`src/rtl/aux_keypad_scanner.sv`:
```
// 4x4 active-low matrix keypad scanner: row scan, per-frame debounce with ghost
// rejection, one key code per press over valid/ready, and a 32-bit hex entry register.
module aux_keypad_scanner #(
  parameter int ScanCntMax    = 100000,
  parameter int DebounceScans = 4
) (
  input  logic        clk,
  input  logic        rst_n,
  output logic [3:0]  row_n,
  input  logic [3:0]  col_n,
  output logic        key_valid,
  output logic [3:0]  key_code,
  input  logic        key_ready,
  input  logic        clr,
  output logic [31:0] data,
  output logic        overflow
);

  localparam int CW = (ScanCntMax > 1) ? $clog2(ScanCntMax) : 1;
  localparam int NW = $clog2(DebounceScans + 1);
  localparam logic [CW-1:0] DivLast = CW'(ScanCntMax - 1);
  localparam logic [NW-1:0] DebLast = NW'(DebounceScans);

  typedef enum logic [1:0] {S_IDLE, S_CHECK, S_HELD} state_t;

  logic [CW-1:0] div_cnt;
  logic          tick;
  logic [1:0]    row_idx;
  logic [3:0]    col_s1, col_s2;
  logic [15:0]   frame_map, frame_now;
  logic          frame_end;
  logic          is_empty, is_single;
  logic [3:0]    hit_idx;
  logic [4:0]    ones;
  state_t        state, state_nxt;
  logic [3:0]    cand, cand_nxt;
  logic [NW-1:0] cnt, cnt_nxt, cnt_inc;
  logic          emit;
  logic          accept;

  assign tick      = (div_cnt == DivLast);
  assign frame_end = tick && (row_idx == 2'd3);
  assign accept    = key_valid && key_ready;

  always_ff @(posedge clk or negedge rst_n) begin
    if (!rst_n) begin
      div_cnt   <= '0;
      row_idx   <= 2'd0;
      row_n     <= 4'b1110;
      col_s1    <= 4'hF;
      col_s2    <= 4'hF;
      frame_map <= '0;
    end else begin
      col_s1 <= col_n;
      col_s2 <= col_s1;
      if (tick) begin
        div_cnt                        <= '0;
        row_idx                        <= row_idx + 2'd1;
        row_n                          <= {row_n[2:0], row_n[3]};
        frame_map[{row_idx, 2'b00} +: 4] <= ~col_s2;
      end else begin
        div_cnt <= div_cnt + CW'(1);
      end
    end
  end

  // The last row is still in flight at frame end, so splice it in live.
  always_comb begin
    frame_now        = frame_map;
    frame_now[15:12] = ~col_s2;
    ones             = 5'd0;
    hit_idx          = 4'd0;
    for (int i = 0; i < 16; i++) begin
      if (frame_now[i]) begin
        ones    = ones + 5'd1;
        hit_idx = 4'(i);
      end
    end
    is_empty  = (ones == 5'd0);
    is_single = (ones == 5'd1);
  end

  always_ff @(posedge clk or negedge rst_n) begin
    if (!rst_n) begin
      state <= S_IDLE;
      cand  <= 4'd0;
      cnt   <= '0;
    end else begin
      state <= state_nxt;
      cand  <= cand_nxt;
      cnt   <= cnt_nxt;
    end
  end

  // MULTI frames fall through the single-key tests, so they never start a press
  // but still count as non-empty while a key is held.
  always_comb begin
    state_nxt = state;
    cand_nxt  = cand;
    cnt_nxt   = cnt;
    emit      = 1'b0;
    cnt_inc   = cnt + NW'(1);
    if (frame_end) begin
      case (state)
        S_IDLE: begin
          if (is_single) begin
            cand_nxt = hit_idx;
            cnt_nxt  = NW'(1);
            if (DebounceScans == 1) begin
              emit      = 1'b1;
              state_nxt = S_HELD;
              cnt_nxt   = '0;
            end else begin
              state_nxt = S_CHECK;
            end
          end
        end
        S_CHECK: begin
          if (is_single && hit_idx == cand) begin
            cnt_nxt = cnt_inc;
            if (cnt_inc == DebLast) begin
              emit      = 1'b1;
              state_nxt = S_HELD;
              cnt_nxt   = '0;
            end
          end else if (is_single) begin
            cand_nxt = hit_idx;
            cnt_nxt  = NW'(1);
          end else begin
            state_nxt = S_IDLE;
          end
        end
        S_HELD: begin
          if (is_empty) begin
            cnt_nxt = cnt_inc;
            if (cnt_inc == DebLast) begin
              state_nxt = S_IDLE;
              cnt_nxt   = '0;
            end
          end else begin
            cnt_nxt = '0;
          end
        end
        default: state_nxt = S_IDLE;
      endcase
    end
  end

  always_ff @(posedge clk or negedge rst_n) begin
    if (!rst_n) begin
      key_valid <= 1'b0;
      key_code  <= 4'd0;
      overflow  <= 1'b0;
      data      <= '0;
    end else begin
      if (emit) begin
        if (!key_valid || accept) begin
          key_code  <= cand_nxt;
          key_valid <= 1'b1;
        end else begin
          overflow <= 1'b1;
        end
      end else if (accept) begin
        key_valid <= 1'b0;
      end
      if (clr) begin
        data <= '0;
      end else if (accept) begin
        data <= {data[27:0], key_code};
      end
    end
  end

endmodule

```
`config.mk`:
```
export PLATFORM = sky130hd
export DESIGN_NAME = aux_keypad_scanner
export DESIGN_NICKNAME = d
export VERILOG_FILES = /design/src/rtl/aux_keypad_scanner.sv
export SDC_FILE = /design/constraint.sdc
export NUM_CORES = 1
export LEC_CHECK = 0
export ABC_CLOCK_PERIOD_IN_PS = 25900
export CAP_MARGIN = 0
export CORE_ASPECT_RATIO = 0.8
export CORE_MARGIN = 1.5
export CORE_UTILIZATION = 35
export CTS_CLUSTER_SIZE = 28
export DETAILED_ROUTE_END_ITERATION = 6
export HOLD_SLACK_MARGIN = 0.12
export PLACE_DENSITY_LB_ADDON = 0.08
export REMOVE_ABC_BUFFERS = 1
export SETUP_SLACK_MARGIN = 0.05
export SLEW_MARGIN = 10
export SYNTH_ARGS = -nofsm -noshare
export SYNTH_HDL_FRONTEND = slang
export SYNTH_SLANG_ARGS = --single-unit
```
`constraint.sdc`:
```
create_clock -name clk -period 25.9 [get_ports clk]
set_clock_uncertainty 0.2 [all_clocks]
set_input_delay 7.77 -clock clk [delete_from_list [all_inputs] [get_ports clk]]
set_output_delay 7.77 -clock clk [all_outputs]
set_load 0.02 [all_outputs]
```
==> results of run 1 <==
cell families (layout without fill, tap and decap cells):
| kind of cell | after synthesis | count (layout) | synth area share (%) |
|---|---|---|---|
| muxes | 22 | 22 | 4.24 |
| xor gates and xnor gates | 67 | 67 | 12.9 |
| AOI/OAI and AO/OA | 114 | 114 | 13.4 |
| buffers and inverters | 51 | 92 | 3.46 |
| DFF | 90 | 90 | 40.2 |
| and+or+nand+nor | 235 | 235 | 19.8 |
| adders and majority gates | 27 | 27 | 5.99 |
cells in the mapped netlist, types with 3 or more instances:
master	count
o31a_1	4
xnor2_1	37
nor2_1	33
a31o_2	3
a21oi_1	46
dfrtp_1	79
mux2i_1	10
mux2_2	9
ha_1	27
nand4_1	6
dfstp_2	11
o31ai_1	14
xor2_1	18
or3_1	4
xor2_2	3
xnor3_1	3
or2_2	5
clkbuf_1	27
nand3_1	15
inv_1	23
o21bai_1	3
nand2_1	117
and2_1	6
nor3_1	8
o21ai_0	14
nand2b_1	7
nor2b_1	14
final timing paths:
kind                              startpoint          end  slack (ns)  depth (start not counted)
worst min-delay path               col_s1[1]    col_s2[1]        0.16                          0
min in group asynchronous              rst_n     data[20]        7.16                          1
max in group asynchronous              rst_n     data[22]       17.21                          2
worst min register to register     col_s1[1]    col_s2[1]        0.16                          0
worst max register to register  frame_map[1]  key_code[1]       14.89                         53
worst max-delay path            frame_map[1]  key_code[1]       14.89                         53
power by group:
part	switching, mW	internal [mW]	leakage (nW)
clock network	0.0558	0.0750	0.143
registers	0.00145	0.142	1.20
logic	0.00938	0.00556	1.47
total	0.0666	0.222	2.82
routing by layer:
| metal | track usage [%] | vias to the layer above |
|---|---|---|
| li1 | - | 2152 |
| met1 | 22.4 | 2047 |
| met2 | 22.4 | 55 |
| met3 | 2.54 | 11 |
| met4 | 3.99 | 0 |
| met5 | 0 | - |
cell type report:
cell class | count | area share, %
clock buffer | 10 | 3.46
clock inverter | 6 | 0.983
inverter | 23 | 1.30
multi-input combinational | 465 | 48.1
sequential | 90 | 34.2
tap | 215 | 4.06
timing repair buffer | 53 | 7.82
registers in the layout, indices dropped and copies added, names as in the netlist:
| name | flops |
|---|---|
| key_valid | 1 |
| key_code | 4 |
| row_n | 4 |
| col_s2 | 4 |
| div_cnt | 17 |
| row_idx | 2 |
| state | 2 |
| cnt | 3 |
| cand | 4 |
| data | 32 |
| col_s1 | 4 |
| frame_map | 12 |
| overflow | 1 |
worst reg2reg max path: cells and delay by family, from the launching register on:
kind                       cells  cell delay [ns]
adders and majority gates     14             3.87
and+or+nand+nor               17             2.53
AOI/OAI and AO/OA             14             2.13
muxes                          6             1.58
DFF                            1             0.41
buffers and inverters          2             0.18
stage by stage:
stage	setup WS [ns]	hold slack, ns	instances	utilization, %
finish	14.89	0.156	862	42.0
global route	14.11	0.158	862	42.0
CTS	14.96	0.155	862	42.0
detailed placement	15.00	0.147	846	40.2
global placement	15.36	0.146	846	40.2
floorplan	15.95	0.145	578	-
==> out/qor.txt, run 1 <==
FF+latch count, synth: 90
P per Cell Area: 43.6 mW/mm2
CTS resizes: 0
Router iterations before antenna repair: 4
Met3 wire len: 455 um
Maximum vdd drop: 0.0311 mV
Slowest stage delay, CP: 0.43 ns
Hold_buf cts: 0
Clk_lat worst skew: 0.34 ns
Most frequent cells in the layout: nand2_1 (117), dfrtp_1 (79), clkdlybuf4s50_1 (48), a21oi_1 (46), xnor2_1 (37)
Layout fillers: 1548
Crit path kind: reg2reg
Mean Syn Cell Area: 9.31 um2
Cells after Synth: 606
Number of flops mapped to enable cells by yosys: 0
Status: complete, no violations
Starting Density: 35.8%
Tcrit/Tclk final: 42.5%
Slowest cell on crit path: and4_1
CP max FO: 9
Routability cong.: 0.826
CTS root buf: clkbuf_16
Core region area: 0.0157 mm2
RSZ-0062 raised after global routing: no
Most frequent CP cell: ha_1
Slew HR: 22.5%
Register area: 0.00227 mm2
# nets final: 677
Vias in the first global route: 4012
Die X: 145 um
LEAKAGE: 2.82 nW
Post-DP HPWL: 8.99 mm
First-pass GRT wire length: 20.4 mm
Multi-input logic area: 0.00319 mm2
DR top layer: met4
Top Family by Delay on Critical Path: adder cells
Crit path DAT: 11.04 ns
Top FF cell, synth: dfrtp_1
Vias after detailed routing: 4265
Clock edge transition at the registers on the reported setup and hold paths: 0.07 ns
Final WL: 12.4 mm
Syn-to-layout area delta: 17.3%
Drt drc: 0
CTS tree: built
Largest net degree at the start of global routing: 60
Final worst path period need: 11.01 ns
Routed vias/inst: 4.95
Initial antenna violation count: 0
Ports: 50
Share of layout cells above drive strength 1: 10.4%
# diodes: 0
Synthesized cell area: 0.00564 mm2
Slew @ Worst Pin: 1.16 ns
Design Area, Final: 0.00662 mm2
Crit. End Element: flip-flop
Row count: 41
Fmax: 90.8 MHz
CP Buf/Inv Count: 2
Die ar.: 0.0169 mm2
Power Total: 289 uW
Final ANT Viol Nets: 0
Setup TNS: 0 ns
Wire length on met2: 5.32 mm
Wire per inst: 14.3 um
Setup crit start kind: flip-flop
Post-place instance area: 0.00633 mm2
Slew Viols, Final: 0
Synth top area share: 35.0%
Die Y: 117 um
CTS Buf Count: 9
Global route overflow: 0
Synth warn: 0
CTS Sinks: 90
DRT iter0 DRCs: 270
H-tree depth: 3
Most common cell after layout, fill and taps aside: nand2_1
Setup bufs post-CTS: 0
Clock Tree Buf Depth: 2
Post-synthesis cell type count: 71
Number of hold violations in the final report: 0
Ranking of synthesized cells by area: dfrtp_1 (35%), nand2_1 (7.8%), ha_1 (6.0%), xnor2_1 (5.7%), dfstp_2 (5.1%)
Total GRT Usage: 15.0%
Area leader, netlist: dfrtp_1
Worst min path class: reg2reg
Setup violators final: 0
Post-synthesis async set-or-reset flop share: 100%
Post-synthesis sequential area ratio: 40.2%
Metal-1 WL: 6.47 mm
Worst EP required: 25.92 ns
Number of port buffers: 49
Max-cap violations: 0
(Power assumes the default switching activity.)
==> run 2: changes to the inputs <==
Settings changed: ABC_CLOCK_PERIOD_IN_PS 25900 to 9300.
Clock period 25.9 ns to 9.3 ns, I/O delays scaled along.
==> run 2 against run 1 <==
  * The flow now finishes with violations (setup timing)
  * Flip-flop and latch count is the same
  * Final area is 9.6% higher
  * Register-to-register slack worse by 15 ns
  * Critical path type unchanged
  * Largest cell class unchanged
  * Largest power group unchanged
==> out/qor.txt, run 2 (same netlist as run 1, synthesis figures left out) <==
Max reg flops: 32 (unchanged)
Core region area: 0.0157 mm2 (unchanged)
Post-Route Utilization: 46.1% (was 42.0%)
Clock edge transition at the registers on the reported setup and hold paths: 0.07 ns (about the same)
Router iterations before antenna repair: 4 (unchanged)
Crit. End Element: flip-flop (unchanged)
Routed vias/inst: 4.95 (about the same)
Share of layout cells above drive strength 1: 21.8% (was 10.4%)
Largest net degree at the start of global routing: 54 (was 60)
Final worst path period need: 9.42 ns (was 11.01 ns)
Final WL: 12.7 mm (was 12.4 mm)
Biggest regs: data x32, div_cnt x17, frame_map x12 (unchanged)
Slowest stage delay, CP: 0.40 ns (was 0.43 ns)
Post-Layout Cell Count: 909 (was 862)
Vias after detailed routing: 4501 (was 4265)
CTS tree: built (unchanged)
Most common cell after layout, fill and taps aside: nand2_1 (unchanged)
Routability cong.: 0.824 (was 0.826)
Crit path kind: reg2reg (unchanged)
P per Cell Area: 116 mW/mm2 (was 43.6 mW/mm2)
LEAKAGE: 3.09 nW (was 2.82 nW)
Post-DP HPWL: 9.04 mm (was 8.99 mm)
CP Buf/Inv Count: 4 (was 2)
Slew HR: 18.2% (was 22.5%)
First-pass GRT wire length: 20.9 mm (was 20.4 mm)
Die ar.: 0.0169 mm2 (unchanged)
Initial antenna violation count: 0 (unchanged)
Clk_lat worst skew: 0.34 ns (about the same)
Clock Tree Buf Depth: 2 (unchanged)
CTS root buf: clkbuf_16 (unchanged)
DRT iter0 DRCs: 213 (was 270)
Status: finished, violations left (was complete, no violations)
Failing checks: setup timing
Final ANT Viol Nets: 0 (unchanged)
RSZ-0062 raised after global routing: yes (was no)
Worst EP required: 9.37 ns (was 25.92 ns)
Number of hold violations in the final report: 0 (unchanged)
Worst min path class: reg2reg (unchanged)
Setup crit start kind: flip-flop (unchanged)
Slew Viols, Final: 0 (unchanged)
Most frequent CP cell: ha_1 (unchanged)
CTS Sinks: 90 (unchanged)
Design Area, Final: 0.00726 mm2 (was 0.00662 mm2)
PnR worst setup slack: -0.124 ns (was 14.89 ns)
Slowest cell on crit path: dfrtp_1 (was and4_1)
Maximum vdd drop: 0.0984 mV (was 0.0311 mV)
Ports: 50 (unchanged)
Row count: 41 (unchanged)
Top Family by Delay on Critical Path: adder cells (unchanged)
Drt drc: 0 (unchanged)
Largest reg by FF count: data (unchanged)
CP max FO: 6 (was 9)
Die X: 145 um (unchanged)
Global route overflow: 0 (unchanged)
Tcrit/Tclk final: 101% (was 42.5%)
Power Total: 839 uW (was 289 uW)
Post-place instance area: 0.00654 mm2 (was 0.00633 mm2)
Setup violators final: 8 (was 0)
Vias in the first global route: 4158 (was 4012)
# nets final: 724 (was 677)
Wire per inst: 14.0 um (was 14.3 um)
CTS Buf Count: 9 (unchanged)
Slew @ Worst Pin: 1.23 ns (was 1.16 ns)
Syn-to-layout area delta: 28.6% (was 17.3%)
Max-cap violations: 0 (unchanged)
Number of port buffers: 49 (unchanged)
Total GRT Usage: 15.2% (was 15.0%)
Fmax: 106 MHz (was 90.8 MHz)
Hold_buf cts: 0 (unchanged)
Most frequent cells in the layout: nand2_1 (116), dfrtp_1 (79), buf_4 (51), clkdlybuf4s50_1 (48), a21oi_1 (43) (was nand2_1 (117), dfrtp_1 (79), clkdlybuf4s50_1 (48), a21oi_1 (46), xnor2_1 (37))
# diodes: 0 (unchanged)
Placed Cells: 874 (was 846)
Crit path DAT: 9.50 ns (was 11.04 ns)
H-tree depth: 3 (unchanged)
Starting Density: 35.8% (unchanged)
Die Y: 117 um (unchanged)
## run 2: changes by cell type in the layout (fill, tap and decap cells not counted), moves of 5 or more
cell,change
o21ai_0,-5
ha_4,+6
buf_4,+46
ha_1,-7
## run 2: path summary, 6_finish.rpt
check | slack, ns | startpoint | endpoint | cells after the start
worst max-delay path | -0.12 | frame_map[0] | cnt[0] | 55
worst min-delay path | 0.16 | col_s1[1] | col_s2[1] | 0
worst max register to register | -0.12 | frame_map[0] | cnt[0] | 55
worst min register to register | 0.16 | col_s1[1] | col_s2[1] | 0
max in group asynchronous | 5.61 | rst_n | data[8] | 2
min in group asynchronous | 2.21 | rst_n | data[28] | 1
## run 2: routing by layer
layer	vias to the layer above	global-route usage, %	routed length, um
li1	2258	-	-
met1	2175	22.5	6740
met2	57	22.6	5520
met3	11	2.73	304
met4	0	4.19	131
met5	-	0	0
## run 2: worst reg2reg max path: cells and delay by family, from the launching register on
kind	cells	cell delay (ns)
buffers and inverters	4	0.37
AND/OR/NAND/NOR	17	2.05
multiplexers	3	0.73
adder cells (fa/ha/maj)	14	3.49
AO/OA/AOI/OAI	17	2.11
flip-flops	1	0.40
## run 2: area by class of cell
| type | instances | area, um2 |
|---|---|---|
| inverter | 23 | 86.3 |
| multi-input combinational | 465 | 3450 |
| clock buffer | 10 | 239 |
| sequential | 90 | 2270 |
| clock inverter | 6 | 72.6 |
| tap | 215 | 269 |
| timing repair buffer | 100 | 875 |
| fill | 1513 | 8490 |
## run 2: timing repair
item	CTS	global route
setup endpoints to repair	15	15
buffers inserted	12	7
gates resized for setup	37	18
pin swaps	22	21
## run 2: per-stage QoR
stage / setup WS (ns) / hold WS (ns) / TNS [ns]
after detailed placement: -0.727 / 0.147 / -8.00
after global routing: -0.675 / 0.158 / -7.90
after CTS: -0.229 / 0.157 / -1.58
after floorplan: -0.653 / 0.145 / -5.16
final: -0.124 / 0.156 / -0.566
after global placement: -0.477 / 0.147 / -4.59
## run 2: where the power goes
group	leakage, nW	switching (mW)	internal, mW
Combinational	1.73	0.0320	0.0287
Clock	0.155	0.160	0.219
Sequential	1.20	0.00419	0.395
Total	3.09	0.196	0.643
==> run 3: changes to the inputs <==
Settings changed: ABC_CLOCK_PERIOD_IN_PS 9300 to 11100.
Clock period 9.3 ns to 11.1 ns, I/O delays scaled along.
==> run 3 against run 2 <==
  * Flip-flop and latch count stayed put
  * Routed wire length is 2.4% lower
  * The run now ends clean
  * Core utilization is 3.4 points lower
  * Via count is 4.0% lower
  * Sequential share of layout area is 2.5 points higher
  * First-iteration DRC count is 49% higher
  * Fmax is 9.4% lower
==> out/qor.txt, run 3 (same netlist as run 1, synthesis figures left out) <==
Worst R2R Setup Slack: 0.70 ns (was -0.12 ns)
Fmax: 96.2 MHz (was 106 MHz)
Tcrit/Tclk final: 93.7% (was 101%)
Crit path DAT: 10.42 ns (was 9.50 ns)
Setup TNS: 0 ns (was -0.566 ns)
Global route overflow: 0 (unchanged)
Number of hold violations in the final report: 0 (unchanged)
First-pass GRT wire length: 20.5 mm (was 20.9 mm)
Status: complete, no violations (was finished, violations left)
Core region area: 0.0157 mm2 (unchanged)
Path depth of the worst reg2reg path: 53 (was 55)
Hold Path End: col_s2[1] (unchanged)
# nets final: 681 (was 724)
PnR worst setup slack: 0.703 ns (was -0.124 ns)
Final ANT Viol Nets: 0 (unchanged)
Worst min path class: reg2reg (unchanged)
Worst EP required: 11.12 ns (was 9.37 ns)
Post-DP HPWL: 8.99 mm (was 9.04 mm)
Most common cell after layout, fill and taps aside: nand2_1 (unchanged)
H-tree depth: 3 (unchanged)
Die Y: 117 um (unchanged)
Hold_sp: col_s1[1] (unchanged)
CTS Buf Count: 9 (unchanged)
Slew Viols, Final: 0 (unchanged)
Slew @ Worst Pin: 1.15 ns (was 1.23 ns)
Vias in the first global route: 4026 (was 4158)
Wire per inst: 14.3 um (was 14.0 um)
Clock edge transition at the registers on the reported setup and hold paths: 0.06 ns (was 0.07 ns)
Row count: 41 (unchanged)
CP Buf/Inv Count: 2 (was 4)
Max-cap violations: 0 (unchanged)
Slowest cell on crit path: dfrtp_1 (unchanged)
Largest reg by FF count: data (unchanged)
Final worst path period need: 10.40 ns (was 9.42 ns)
Die ar.: 0.0169 mm2 (unchanged)
Routed vias/inst: 4.99 (was 4.95)
Largest net degree at the start of global routing: 60 (was 54)
CTS root buf: clkbuf_16 (unchanged)
CTS Sinks: 90 (unchanged)
Crit path kind: reg2reg (unchanged)
Top Family by Delay on Critical Path: adder cells (unchanged)
Syn-to-layout area delta: 19.0% (was 28.6%)
Starting Density: 35.8% (unchanged)
Launch point of the worst reg-to-reg path: frame_map[1] (was frame_map[0])
Power Total: 676 uW (was 839 uW)
Slew HR: 23.3% (was 18.2%)
CP max FO: 8 (was 6)
P per Cell Area: 101 mW/mm2 (was 116 mW/mm2)
Total GRT Usage: 15.1% (was 15.2%)
Maximum vdd drop: 0.0800 mV (was 0.0984 mV)
DRT iter0 DRCs: 318 (was 213)
Crit. End Element: flip-flop (unchanged)
Biggest regs: data x32, div_cnt x17, frame_map x12 (unchanged)
Setup crit start kind: flip-flop (unchanged)
Number of port buffers: 49 (unchanged)
Dpl ws: 0.177 ns (was -0.727 ns)
Max reg flops: 32 (unchanged)
Clock Tree Buf Depth: 2 (unchanged)
Most frequent cells in the layout: nand2_1 (116), dfrtp_1 (79), clkdlybuf4s50_1 (48), a21oi_1 (45), xnor2_1 (37) (was nand2_1 (116), dfrtp_1 (79), buf_4 (51), clkdlybuf4s50_1 (48), a21oi_1 (43))
RSZ-0062 raised after global routing: no (was yes)
Hold depth: 0 (unchanged)
Post-Layout Cell Count: 866 (was 909)
# diodes: 0 (unchanged)
Setup violators final: 0 (was 8)
CTS tree: built (unchanged)
Share of layout cells above drive strength 1: 12.1% (was 21.8%)
Router iterations before antenna repair: 4 (unchanged)
Drt drc: 0 (unchanged)
Worst R2R End: key_code[1] (was cnt[0])
Initial antenna violation count: 0 (unchanged)
Most frequent CP cell: ha_1 (unchanged)
LEAKAGE: 2.85 nW (was 3.09 nW)
Placed Cells: 846 (was 874)
Final WL: 12.4 mm (was 12.7 mm)
Ports: 50 (unchanged)
Routability cong.: 0.826 (was 0.824)
Slowest stage delay, CP: 0.41 ns (was 0.40 ns)
Die X: 145 um (unchanged)
Clk_lat worst skew: 0.34 ns (about the same)
Vias after detailed routing: 4322 (was 4501)
## run 3: cell types whose count changed in the layout (fill, tap and decap cells not counted), sizes merged
| cell | previous run | this run |
|---|---|---|
| clkinvlp | 0 | 1 |
| inv | 26 | 24 |
| clkinv | 2 | 3 |
| buf | 52 | 9 |
## run 3: cell type report
| type | instances | area, um2 |
|---|---|---|
| Sequential cell | 90 | 2270 |
| Clock inverter | 6 | 65.1 |
| Timing Repair Buffer | 57 | 548 |
| Multi-Input combinational cell | 465 | 3250 |
| Clock buffer | 10 | 229 |
| Fill cell | 1553 | 9030 |
| Tap cell | 215 | 269 |
| Inverter | 23 | 86.3 |
## run 3: per-stage QoR
| stage | utilization [%] | hold WS (ns) | area, um2 |
|---|---|---|---|
| after floorplan | - | 0.145 | 5530 |
| after global placement | 40.2 | 0.146 | 6330 |
| after detailed placement | 40.2 | 0.147 | 6330 |
| after CTS | 42.0 | 0.157 | 6620 |
| after global routing | 42.7 | 0.158 | 6720 |
| final | 42.7 | 0.155 | 6720 |
## run 3: worst max path at each step
| stage | start | to | slack [ns] | depth (start not counted) |
|---|---|---|---|---|
| finish | frame_map[1] | key_code[1] | 0.70 | 53 |
| global route | frame_map[1] | key_code[1] | 0.05 | 53 |
| CTS | frame_map[0] | key_code[1] | 0.12 | 53 |
| detailed placement | frame_map[0] | key_code[1] | 0.18 | 53 |
| global placement | frame_map[0] | key_code[1] | 0.56 | 53 |
| floorplan | frame_map[0] | key_code[1] | 1.15 | 53 |
## run 3: metal layers
layer / wire length (um) / share of wire [%] / GRT usage, %
met1: 6460 / 52 / 22.0
met2: 5440 / 44 / 22.7
met3: 390 / 3.1 / 3.32
met4: 119 / 0.96 / 3.92
met5: 0 / 0 / 0
## run 3: repair_timing
item / CTS / global route
hold buffers: 0 / 0
endpoints found under the setup margin: 0 / 15
gates resized for setup: 0 / 13
buffers inserted: 0 / 4
## run 3: report_power, final
group          internal (mW)  switching [mW]  total (mW)
Clock                  0.175           0.130       0.305
Sequential             0.331         0.00343       0.334
Combinational         0.0148          0.0221      0.0369
Total                  0.521           0.156       0.676
